===== src/rtl/result_wb_pkg.sv =====
// Shared types and defaults for the result writeback stage of the 4-lane MAC ALU.
package result_wb_pkg;

    localparam int LANES      = 4;
    localparam int IN_W_DEF   = 18;
    localparam int ADDR_W_DEF = 4;

    typedef enum logic {
        WB_IDLE  = 1'b0,
        WB_WRITE = 1'b1
    } wb_state_e;

    // Lane 0 holds mu1, lane 3 holds mu4.
    typedef logic [LANES-1:0][IN_W_DEF-1:0] bundle_t;

endpackage


===== src/rtl/result_writeback_if.sv =====
// Signal bundle between the MAC ALU, the result writeback stage and the result RAM.
interface result_writeback_if
    import result_wb_pkg::*;
#(
    parameter int IN_W   = IN_W_DEF,
    parameter int OUT_W  = IN_W_DEF,
    parameter int ADDR_W = ADDR_W_DEF
);

    logic [IN_W-1:0]   mu1;
    logic [IN_W-1:0]   mu2;
    logic [IN_W-1:0]   mu3;
    logic [IN_W-1:0]   mu4;
    logic              web;
    logic              alu_done;
    logic              ram_ready;
    logic              ram_we;
    logic [ADDR_W-1:0] ram_addr;
    logic [OUT_W-1:0]  ram_wdata;
    logic              wb_busy;
    logic              wb_done;
    logic              overflow;

    modport master (
        output mu1, mu2, mu3, mu4, web, alu_done, ram_ready,
        input  ram_we, ram_addr, ram_wdata, wb_busy, wb_done, overflow
    );

    modport slave (
        input  mu1, mu2, mu3, mu4, web, alu_done, ram_ready,
        output ram_we, ram_addr, ram_wdata, wb_busy, wb_done, overflow
    );

endinterface


===== src/rtl/result_fifo2.sv =====
// Two-entry bundle FIFO; a pop in the same cycle frees the slot for a push even when full.
module result_fifo2 #(
    parameter type bundle_t = result_wb_pkg::bundle_t
) (
    input  logic    clk,
    input  logic    rst,
    input  logic    push,
    input  logic    pop,
    input  bundle_t din,
    output logic    full,
    output logic    empty,
    output bundle_t head,
    output bundle_t head_nxt,
    output logic    empty_nxt
);

    bundle_t    slot0_q, slot0_d;
    bundle_t    slot1_q, slot1_d;
    logic [1:0] count_q, count_d;
    logic       do_pop, do_push;

    always_comb begin
        do_pop  = pop && (count_q != 2'd0);
        do_push = push && ((count_q != 2'd2) || do_pop);
        slot0_d = slot0_q;
        slot1_d = slot1_q;
        count_d = count_q;
        if (do_pop) begin
            slot0_d = slot1_q;
            count_d = count_q - 2'd1;
        end
        if (do_push) begin
            if (count_d == 2'd0) begin
                slot0_d = din;
            end else begin
                slot1_d = din;
            end
            count_d = count_d + 2'd1;
        end
    end

    always_ff @(posedge clk or posedge rst) begin
        if (rst) begin
            slot0_q <= '0;
            slot1_q <= '0;
            count_q <= 2'd0;
        end else begin
            slot0_q <= slot0_d;
            slot1_q <= slot1_d;
            count_q <= count_d;
        end
    end

    assign full      = (count_q == 2'd2);
    assign empty     = (count_q == 2'd0);
    assign head      = slot0_q;
    assign head_nxt  = slot0_d;
    assign empty_nxt = (count_d == 2'd0);

endmodule


===== src/rtl/result_writeback.sv =====
// Captures 4-lane ALU result bundles and serialises them, one word per cycle, into the result RAM.
//   state    | meaning
//   WB_IDLE  | FIFO empty, no write presented
//   WB_WRITE | presenting lane lane_q of the FIFO head to the RAM
module result_writeback
    import result_wb_pkg::*;
#(
    parameter int IN_W   = IN_W_DEF,
    parameter int OUT_W  = IN_W_DEF,
    parameter int ADDR_W = ADDR_W_DEF
) (
    input logic               clk,
    input logic               rst,
    result_writeback_if.slave bus
);

    typedef logic [LANES-1:0][IN_W-1:0] lane_bundle_t;

    lane_bundle_t      cap_bundle, head, head_nxt, src;
    logic              full, empty, empty_nxt;
    logic              push, pop, accept, drop, complete;
    wb_state_e         state_q, state_d;
    logic [1:0]        lane_q, lane_d;
    logic [ADDR_W-1:0] addr_q, addr_d;
    logic [OUT_W-1:0]  wdata_q, wdata_d, sat_word;
    logic [IN_W-1:0]   lane_word;
    logic              we_q, we_d, busy_q, busy_d, done_q, done_d;
    logic              ovf_q, ovf_d, pend_q, pend_d;

    assign cap_bundle = {bus.mu4, bus.mu3, bus.mu2, bus.mu1};
    assign push       = bus.web;
    assign accept     = we_q && bus.ram_ready;
    assign pop        = accept && (lane_q == 2'd3);
    assign drop       = push && full && !pop;
    assign lane_d     = accept ? lane_q + 2'd1 : lane_q;

    result_fifo2 #(.bundle_t(lane_bundle_t)) u_fifo (
        .clk       (clk),
        .rst       (rst),
        .push      (push),
        .pop       (pop),
        .din       (cap_bundle),
        .full      (full),
        .empty     (empty),
        .head      (head),
        .head_nxt  (head_nxt),
        .empty_nxt (empty_nxt)
    );

    // The head only changes on a pop or on the first push into an empty FIFO.
    assign src       = (pop || empty) ? head_nxt : head;
    assign lane_word = src[lane_d];

    generate
        if (OUT_W >= IN_W) begin : g_zext
            assign sat_word = OUT_W'(lane_word);
        end else begin : g_sat
            assign sat_word = (|lane_word[IN_W-1:OUT_W]) ? '1 : lane_word[OUT_W-1:0];
        end
    endgenerate

    always_comb begin
        complete = pend_q && empty && (state_q == WB_IDLE);
        state_d  = empty_nxt ? WB_IDLE : WB_WRITE;
        we_d     = (state_d == WB_WRITE);
        wdata_d  = we_d ? sat_word : '0;
        busy_d   = !empty_nxt || (state_d == WB_WRITE);
        done_d   = complete;
        pend_d   = bus.alu_done || (pend_q && !complete);
        ovf_d    = ovf_q || drop;
        addr_d   = addr_q;
        if (complete) begin
            addr_d = '0;
        end else if (accept) begin
            addr_d = addr_q + ADDR_W'(1);
        end
    end

    always_ff @(posedge clk or posedge rst) begin
        if (rst) begin
            state_q <= WB_IDLE;
            lane_q  <= 2'd0;
            addr_q  <= '0;
            wdata_q <= '0;
            we_q    <= 1'b0;
            busy_q  <= 1'b0;
            done_q  <= 1'b0;
            ovf_q   <= 1'b0;
            pend_q  <= 1'b0;
        end else begin
            state_q <= state_d;
            lane_q  <= lane_d;
            addr_q  <= addr_d;
            wdata_q <= wdata_d;
            we_q    <= we_d;
            busy_q  <= busy_d;
            done_q  <= done_d;
            ovf_q   <= ovf_d;
            pend_q  <= pend_d;
        end
    end

    assign bus.ram_we    = we_q;
    assign bus.ram_addr  = addr_q;
    assign bus.ram_wdata = wdata_q;
    assign bus.wb_busy   = busy_q;
    assign bus.wb_done   = done_q;
    assign bus.overflow  = ovf_q;

endmodule

===== src/flat_wrapper.sv =====
// flat-port wrapper written by rule: the top's interface ports become plain ports
module result_writeback_flat import result_wb_pkg::*;
#(
    parameter int IN_W   = IN_W_DEF,
    parameter int OUT_W  = IN_W_DEF,
    parameter int ADDR_W = ADDR_W_DEF
)
  (clk, rst, bus_mu1, bus_mu2, bus_mu3, bus_mu4, bus_web, bus_alu_done, bus_ram_ready, bus_ram_we, bus_ram_addr, bus_ram_wdata, bus_wb_busy, bus_wb_done, bus_overflow);
  result_writeback_if #(.IN_W(IN_W), .OUT_W(OUT_W), .ADDR_W(ADDR_W)) bus_i ();
  input logic clk;
  input logic rst;
  input wire logic [$bits(bus_i.mu1)-1:0] bus_mu1;
  input wire logic [$bits(bus_i.mu2)-1:0] bus_mu2;
  input wire logic [$bits(bus_i.mu3)-1:0] bus_mu3;
  input wire logic [$bits(bus_i.mu4)-1:0] bus_mu4;
  input wire logic [$bits(bus_i.web)-1:0] bus_web;
  input wire logic [$bits(bus_i.alu_done)-1:0] bus_alu_done;
  input wire logic [$bits(bus_i.ram_ready)-1:0] bus_ram_ready;
  output wire logic [$bits(bus_i.ram_we)-1:0] bus_ram_we;
  output wire logic [$bits(bus_i.ram_addr)-1:0] bus_ram_addr;
  output wire logic [$bits(bus_i.ram_wdata)-1:0] bus_ram_wdata;
  output wire logic [$bits(bus_i.wb_busy)-1:0] bus_wb_busy;
  output wire logic [$bits(bus_i.wb_done)-1:0] bus_wb_done;
  output wire logic [$bits(bus_i.overflow)-1:0] bus_overflow;
  assign bus_i.mu1 = bus_mu1;
  assign bus_i.mu2 = bus_mu2;
  assign bus_i.mu3 = bus_mu3;
  assign bus_i.mu4 = bus_mu4;
  assign bus_i.web = bus_web;
  assign bus_i.alu_done = bus_alu_done;
  assign bus_i.ram_ready = bus_ram_ready;
  assign bus_ram_we = bus_i.ram_we;
  assign bus_ram_addr = bus_i.ram_addr;
  assign bus_ram_wdata = bus_i.ram_wdata;
  assign bus_wb_busy = bus_i.wb_busy;
  assign bus_wb_done = bus_i.wb_done;
  assign bus_overflow = bus_i.overflow;
  result_writeback #(.IN_W(IN_W), .OUT_W(OUT_W), .ADDR_W(ADDR_W)) u_core (.clk(clk), .rst(rst), .bus(bus_i));
endmodule

===== config.mk =====
export PLATFORM = sky130hd
export DESIGN_NAME = result_writeback_flat
export DESIGN_NICKNAME = d
export VERILOG_FILES = /design/src/rtl/result_wb_pkg.sv /design/src/rtl/result_writeback_if.sv /design/src/rtl/result_fifo2.sv /design/src/rtl/result_writeback.sv /design/src/flat_wrapper.sv
export SDC_FILE = /design/constraint.sdc
export NUM_CORES = 1
export LEC_CHECK = 0
export CAP_MARGIN = 10
export CORE_MARGIN = 1.5
export CORE_UTILIZATION = 51
export DETAILED_ROUTE_END_ITERATION = 6
export PLACE_DENSITY_LB_ADDON = 0.1
export SLEW_MARGIN = 5
export SYNTH_ARGS = -nofsm -noshare
export SYNTH_HDL_FRONTEND = slang
export SYNTH_SLANG_ARGS = --single-unit
export TNS_END_PERCENT = 100

===== constraint.sdc =====
create_clock -name clk -period 5.7 [get_ports clk]
set_clock_uncertainty 0.1 [all_clocks]
set_input_delay 0.57 -clock clk [delete_from_list [all_inputs] [get_ports clk]]
set_output_delay 0.57 -clock clk [all_outputs]
set_load 0.01 [all_outputs]

# ---- Yosys cells after proc, flatten, opt, wreduce, memory -nomap -nowiden
# Cells that the tools add are included.
dict set report word_totals {
  input_bits 77
  regBits 175
  wordCells 63
  output_inout_bits 26
}
dict set report classes {
  magnitude_cmp 1
  n_mux 13
  reduce_logical 23
  bitwise 2
  addsub 4
  n_eq_ne 3
}
# op count
set ops {}
lappend ops {{$mux W72} 4}
lappend ops {{$bmux W18 S2} 1}
lappend ops {{$mux W18} 2}
lappend ops {{$logic_and A1 B1 Y1} 9}
lappend ops {{$mux W4} 2}
lappend ops {{$logic_not A2 Y1} 3}
lappend ops {{$mux W2} 3}
lappend ops {{$logic_or A1 B1 Y1} 5}
lappend ops {{$add A2 B1 Y2 const B} 2}
lappend ops {{$add A4 B1 Y4 const B} 1}
lappend ops {{$eq A2 B2 Y1 const B} 2}
lappend ops {{$reduce_bool A2 Y1} 2}
lappend ops {{$logic_not A1 Y1} 3}
lappend ops {{$lt A2 B3 Y1 const B} 1}
lappend ops {{$ne A2 B2 Y1 const B} 1}
lappend ops {{$not A1 Y1} 2}
lappend ops {{$reduce_and A2 Y1} 1}
lappend ops {{$sub A2 B1 Y2 const B} 1}
lappend ops {{$mux W1} 1}

# ---- Logic depth before layout (Yosys ltp)
# Gate-level depths: netlist (run 1).
dict set report logic_depth {
  ltp_word 11
  ltp_mapped 18
}

# ---- Hierarchy
# A second synthesis (run 1) with hierarchy kept.
dict set report unflattened {
  cells_unflattened 630
  hier_area_um2 8604.5
}
# mod n_inst area_per_inst_um2 cells_per_inst
set modules_own_cells {}
lappend modules_own_cells {result_fifo2 1 6463.7 413}
lappend modules_own_cells {result_writeback 1 2140.8 217}

# ---- Worst setup path after synthesis (run 1)
# No wires, ideal clock.
dict set report synth_timing {
  kind {register to register}
  from {register u_core.u_fifo.count_q[0]}
  to {register u_core.wdata_q[10] (netlist: u_core.bus.ram_wdata[10])}
  period_less_slack_ns 3.225
  arrival_time_ns 2.994
  stages_incl_launch_ff 18
  setup_slack_ns 2.475
  setup_ns 0.130
  t_required_ns 5.470
  path_cell_list {dfrtp_1 > inv_1 > ha_1 > buf_2 > nand4b_4 > buf_6 > buf_6 > buf_4 > a21oi_1 > ha_1 > nand2_1 > buf_2 > buf_4 > buf_4 > a211oi_1 > o32ai_1 > o2111ai_1 > o31ai_1}
}
dict set report synth_via {
  elab_chain_cells 10
  word_cells_on_any_way 20
}
# element line
set synth_lines {}
lappend synth_lines {{from (decl)} result_fifo2.sv:19} ;# logic [1:0] count_q, count_d;
lappend synth_lines {{from (signal assigned)} result_fifo2.sv:50} ;# count_q <= count_d;
lappend synth_lines {{branches (longest 9 deep; another with $sub A2 B1 Y2)} -}
lappend synth_lines {{$mux W18 (*)} result_writeback.sv:66} ;# wdata_d = we_d ? sat_word : '0;
lappend synth_lines {{net u_core.wdata_d[10]} result_writeback.sv:25} ;# logic [OUT_W-1:0] wdata_q, wdata_d, sat_word;
lappend synth_lines {{to (signal assigned)} result_writeback.sv:94} ;# wdata_q <= wdata_d;
lappend synth_lines {{to (decl)} result_writeback.sv:25}
# Mark *: on every way through the listed nets, which the timed path passes. The select of a mux whose other input is x is not followed.
# A chain may end at the register's enable or synchronous reset.

# ---- Worst setup path in the final report (run 1)
dict set report layout_timing {
  from {register u_core.u_fifo.count_q[0]}
  to {register u_core.wdata_q[11] (netlist: u_core.bus.ram_wdata[11])}
}
# The elaborated chain is that of the path after synthesis.

==> flow_summary.toml, run 1 <==
[synth]
yosys.cell_types.count = 60
post_synth_mux_area_share_pct = 9.41
synth-async-reset-ratio_pct = 100
synth_xor_xnor_area_share_pct = 0.386
post_synth_and_or_nand_nor_area_fraction_pct = 11.9
synth_sequential_area_ratio_pct = 48.0
synth_enable_flop_cells = 0
synth.yosys.warnings = 0
syn_inst = 858
synth_top_family_by_area = "compound AO/OA/AOI/OAI gates"
post_synth_fa_ha_maj_area_fraction_pct = 0.690
compound_cell_area_share_of_the_yosys_netlist_pct = 23.8
synth.ff_latch_count = 174
mappedNetlistArea_um2 = 9070
synthFlopType = "dfrtp_1"
synth.avg_cell_area_um2 = 10.6
synth_fp_nets = 940

[floorplan]
start_util_pct = 52.3
dieArea_um2 = 18600
horizontal_extent_of_the_die_um = 136
die_height_um = 136
core_area_um2 = 17400
row_count = 48
floorplan.io_pins = 103

[place]
gp_congestion = 0.839
dpl.cell_count = 1120
detailedPlacementHpwl_mm = 17.6
port-buffer-count = 102

[sta]
final.period_utilization_pct = 78.1
final_max_slew_viol_count = 0
fmax_mhz = 225
slew_headroom_pct = 28.8
finalSetupViolations = 0
minimum_period_implied_by_the_final_worst_setup_slack_ns = 4.45
worst_pin_slew_ns = 1.07
timing.setup.tns_ns = 0
rsz0062_at_grt = "false"
timing_hold_violations_final = 0

[clocking]
cts.sink_count = 174
clock-root-buffer = "clkbuf_16"
cts_tree = "yes"
cts_max_path_buffers = 2
htreeDepth = 4
cts_buffers = 17
cts_repair_resize_count = 0
cts_setup_buffers = 0
clock_pin_slew_of_the_registers_on_the_worst_case_setup_and_hold_paths_ns = 0.07
cts_hold_buffers_added = 0
clk-insertion-delay-late_ns = 0.43

[detailed_routing]
first_pass_iters = 5
first_iter_violations = 676
final_routed_wire_length_divided_by_cell_count_um = 24.1
vias = 7784
via_per_inst = 6.75
detail-route-antenna-nets = 0
drcViolationCount = 0
wl_mm = 27.8

[critical_path]
critPathCaptureType = "flip-flop"
crit_type = "flip-flop to flip-flop"
arrival_ns = 4.68
worstSetupStartpointType = "flip-flop"
critPathRequiredTime_ns = 5.92
path_max_fanout = 35
worst-r2r-setup-slack_ns = 1.25

[cells_and_area]
final_cell_mix = "dfrtp_1, clkdlybuf4s50_1, mux2_2, a21oi_1, nor2_1"
nets = 996
mostFrequentLayoutCell = "dfrtp_1"
syn_to_final_growth_pct = 17.6
finalCoreUtilization_pct = 61.5
instances_no_fill = 1153
drive_gt1_share_pct = 15.0

[grt]
grt.overflow.total = 0
grt_antenna_before_repair = 3
grt_start_max_net_pins = 74
grt_pass1_wl_mm = 43.4
number_of_global_route_vias_before_repair = 7787
grt.total_usage_pct = 30.6

[pwr]
p_per_area_nw_per_um2 = 662
leakagePower_nw = 4.32
vdd_ir_drop_max_uv = 365

[min_path]
min-delay-path-class = "flip-flop to flip-flop"

[run_status]
run_status = "finished, final reports clean"

[job]
max_cap_viol_count = 0
==> final timing paths <==
kind,start,endpoint,cells past startpoint
max reg2reg,u_core.u_fifo.count_q[0],u_core.bus.ram_wdata[11],10
max in group asynchronous,rst,u_core.u_fifo.head[44],3
min in group asynchronous,rst,u_core.bus.ram_addr[3],2
min reg2reg,u_core.bus.overflow,u_core.bus.overflow,1
min,u_core.bus.overflow,u_core.bus.overflow,1
max,u_core.u_fifo.count_q[0],u_core.bus.ram_wdata[11],10
==> final cells by class <==
type | instances | area (µm²)
Inverter | 13 | 53.8
Clock inverter | 12 | 134
Clock buffer | 20 | 457
Fill cell | 1398 | 6690
Tap cell | 225 | 282
Antenna cell | 1 | 2.50
Timing Repair Buffer | 122 | 1170
Sequential cell | 174 | 4350
Multi-Input combinational cell | 586 | 4210
==> power breakdown <==
| part | switching [mW] | leakage [nW] | internal (mW) |
|---|---|---|---|
| Sequential | 0.399 | 2.03 | 1.87 |
| Combinational | 2.10 | 2.00 | 1.50 |
| Clock | 0.510 | 0.287 | 0.673 |
==> kinds of logic after synthesis <==
family | count (synthesis)
fa+ha+maj | 5
compound gates | 284
flops | 174
simple gates | 218
xor+xnor | 4
mux | 75
buf+inv | 98
==> worst max-delay path, cell delays in order (launching register included) <==
cell and delay [ns]:
dfrtp_1 0.36, inv_1 0.11, ha_1 0.33, nand4b_4 0.52
a21oi_1 0.36, ha_1 0.28, and3b_1 0.67, nor3_1 0.13
o41ai_1 0.92, o2111ai_1 0.37, o31ai_1 0.18
==> cell usage after synthesis (12+ instances only) <==
cell / n / area [µm²]
dfrtp_1: 174 / 4350
a21oi_1: 63 / 315
mux2_2: 63 / 709
nor2_1: 58 / 218
nor3_1: 54 / 270
nand2_1: 42 / 158
o31ai_1: 34 / 255
buf_2: 30 / 150
clkbuf_1: 28 / 105
o22ai_1: 27 / 169
a211oi_1: 23 / 173
and3_1: 20 / 125
a221o_1: 19 / 190
o2111ai_1: 17 / 149
nor2b_1: 15 / 93.8
o31a_1: 15 / 131
o221a_1: 14 / 158
o41ai_1: 14 / 123
buf_4: 12 / 90.1
==> registers in the layout, indices dropped and copies added (netlist names) <==
name / count
u_core.u_fifo.head: 72
u_core.bus.wb_busy: 1
u_core.pend_q: 1
u_core.bus.wb_done: 1
u_core.lane_q: 2
u_core.u_fifo.slot1_q: 72
u_core.bus.ram_addr: 4
u_core.bus.ram_wdata: 18
u_core.bus.overflow: 1
u_core.u_fifo.count_q: 2
==> per-stage QoR <==
step | setup slack, ns | cell area (µm²) | power (mW) | hold slack, ns
after floorplan | 0.313 | 9070 | 4.72 | 0.349
after global placement | 1.07 | 10100 | 5.64 | 0.358
after detailed placement | 0.898 | 10100 | 5.78 | 0.364
after CTS | 1.35 | 10700 | 7.00 | 0.380
after global routing | 0.977 | 10700 | 7.42 | 0.400
final | 1.25 | 10700 | 7.06 | 0.379
==> per-layer routing <==
metal	routed length [µm]	up-vias	GRT usage, %
met5	13	-	0
met4	733	2	10.9
met3	2120	52	7.12
met2	13200	387	47.8
met1	11800	3946	41.8
li1	-	3397	-
Power figures use the tool's default switching activity.
==> inputs of run 2 (changes only) <==
- CORE_UTILIZATION: 51 -> 55
- clock period: 5.7 -> 4.4 ns (I/O delays scaled with it)
==> run 2 against run 1 <==
  * Core utilization increased by 6.2 points
  * Sequential power increased by 30%
  * Critical endpoint unchanged
  * Sequential share of layout area is 0.60 points lower
  * Largest cell class unchanged
  * Die area is 7.1% lower
  * Routed wire length increased by 4.7%
  * Via count increased by 3.1%
  * Largest power group unchanged
  * Maximum frequency grew 18%
  * Final cell count did not move
  * Total power grew 34%
==> flow_summary.toml, run 2 (synthesis gave the netlist of run 1 again) <==
[cells_and_area]
final_cell_area_um2 = 10800
mostFrequentLayoutCell = "dfrtp_1"
fillers = 1265
drive_gt1_share_pct = 15.8
final_cell_mix = "dfrtp_1, clkdlybuf4s50_1, mux2_2, a21oi_1, nor2_1"
syn_to_final_growth_pct = 19.4
nets = 1007
antenna_cells_inserted = 0

[detailed_routing]
drcViolationCount = 0
detail-route-antenna-nets = 0
wl_mm = 29.1
via_per_inst = 6.96
first_iter_violations = 995
final_routed_wire_length_divided_by_cell_count_um = 25.2
vias = 8027
first_pass_iters = 5

[sta]
postLayoutSetupSlackWorst_ns = 0.633
final_max_slew_viol_count = 0
worst_pin_slew_ns = 1.03
slew_headroom_pct = 30.9
final.period_utilization_pct = 85.6
minimum_period_implied_by_the_final_worst_setup_slack_ns = 3.77
fmax_mhz = 265
timing.setup.tns_ns = 0
finalSetupViolations = 0
timing_hold_violations_final = 0
rsz0062_at_grt = "false"

[critical_path]
path_max_fanout = 21
setup.worst_path.start = "u_core.u_fifo.count_q[0]"
r2r-start = "u_core.u_fifo.count_q[0]"
critPathRequiredTime_ns = 4.62
worst-r2r-setup-slack_ns = 0.63
rr_worst_depth = 11
arrival_ns = 3.99
critPathCaptureType = "flip-flop"
worstSetupStartpointType = "flip-flop"
crit_type = "flip-flop to flip-flop"
critical_path.reg2reg.endpoint = "u_core.bus.ram_wdata[11]"

[place]
dpl_cell_area_um2 = 10200
detailedPlacementHpwl_mm = 18.4
pre_cts_ws_ns = 0.545
port-buffer-count = 102
gp_congestion = 0.915

[clocking]
cts_buffers = 17
cts_max_path_buffers = 2
cts_setup_buffers = 0
clock_pin_slew_of_the_registers_on_the_worst_case_setup_and_hold_paths_ns = 0.07
clock-root-buffer = "clkbuf_16"
htreeDepth = 4
cts_repair_resize_count = 0
cts_hold_buffers_added = 0
cts.sink_count = 174
clk-insertion-delay-late_ns = 0.43
cts_tree = "yes"

[grt]
number_of_global_route_vias_before_repair = 8278
grt_antenna_before_repair = 0
grt.total_usage_pct = 34.4
grt.overflow.total = 0
grt_start_max_net_pins = 145
grt_pass1_wl_mm = 46.7

[floorplan]
core_area_um2 = 16000
floorplan.io_pins = 103
start_util_pct = 56.7
die_height_um = 131
dieArea_um2 = 17300
row_count = 46
horizontal_extent_of_the_die_um = 131

[job]
max_cap_viol_count = 0

[pwr]
p_per_area_nw_per_um2 = 871
vdd_ir_drop_max_uv = 432
leakagePower_nw = 4.41

[min_path]
min-delay-path-class = "input pin to asynchronous set/reset pin"

[run_status]
run_status = "finished, final reports clean"
-- run 2: changes by cell type in the layout (fill, tap and decap cells not counted), moves of 3 or more --
cell,previous run,this run
bufinv_16,2,5
buf_12,0,4
inv_6,4,1
buf_4,20,27
-- run 2: cell type report --
type | count | area [µm²] | area share (%)
Clock inverter | 10 | 185 | 1.71
Tap cell | 216 | 270 | 2.50
Multi-Input combinational cell | 586 | 4200 | 38.8
Clock buffer | 21 | 460 | 4.25
Sequential cell | 174 | 4350 | 40.2
Inverter | 13 | 52.6 | 0.485
Timing Repair Buffer | 133 | 1300 | 12.0
-- run 2: through the flow --
step,hold WS (ns),utilization (%),std cells,power (mW)
6_report,0.369,67.7,1153,9.43
2_1_floorplan,0.349,-,858,6.11
5_1_grt,0.396,67.7,1153,9.94
3_3_place_gp,0.359,63.6,1122,7.40
4_1_cts,0.377,67.7,1153,9.33
3_5_place_dp,0.359,63.6,1122,7.59
-- run 2: metal layers --
metal / track usage [%] / part of all wire, % / up-vias
met5: 0 / 0 / -
met3: 7.29 / 9.7 / 70
met1: 45.4 / 39 / 4041
met2: 55.7 / 48 / 506
met4: 13.3 / 3.1 / 0
li1: - / - / 3410
-- run 2: worst max-delay path: stages, from the launching register on --
cell	delay, ns
dfrtp_1	0.40
inv_1	0.18
ha_1	0.45
and4b_1	0.32
xnor2_1	0.15
ha_1	0.25
nand2_1	0.27
buf_4	0.32
a211oi_1	0.11
o41ai_1	0.67
o2111ai_1	0.29
o31ai_1	0.16
-- run 2: where the power goes --
| group | leakage (nW) | internal [mW] | switching (mW) |
|---|---|---|---|
| registers | 2.03 | 2.42 | 0.535 |
| clock network | 0.314 | 1.04 | 0.644 |
| logic | 2.06 | 2.02 | 2.77 |
-- run 2: worst max path at each step --
stage	slack, ns	cells past startpoint	to
after floorplan	1.18	17	u_core.bus.ram_wdata[10]
after global placement	0.67	10	u_core.bus.ram_wdata[11]
after detailed placement	0.55	10	u_core.bus.ram_wdata[14]
after CTS	0.71	11	u_core.bus.ram_wdata[11]
after global routing	0.33	12	u_core.bus.ram_wdata[14]
final	0.63	11	u_core.bus.ram_wdata[11]
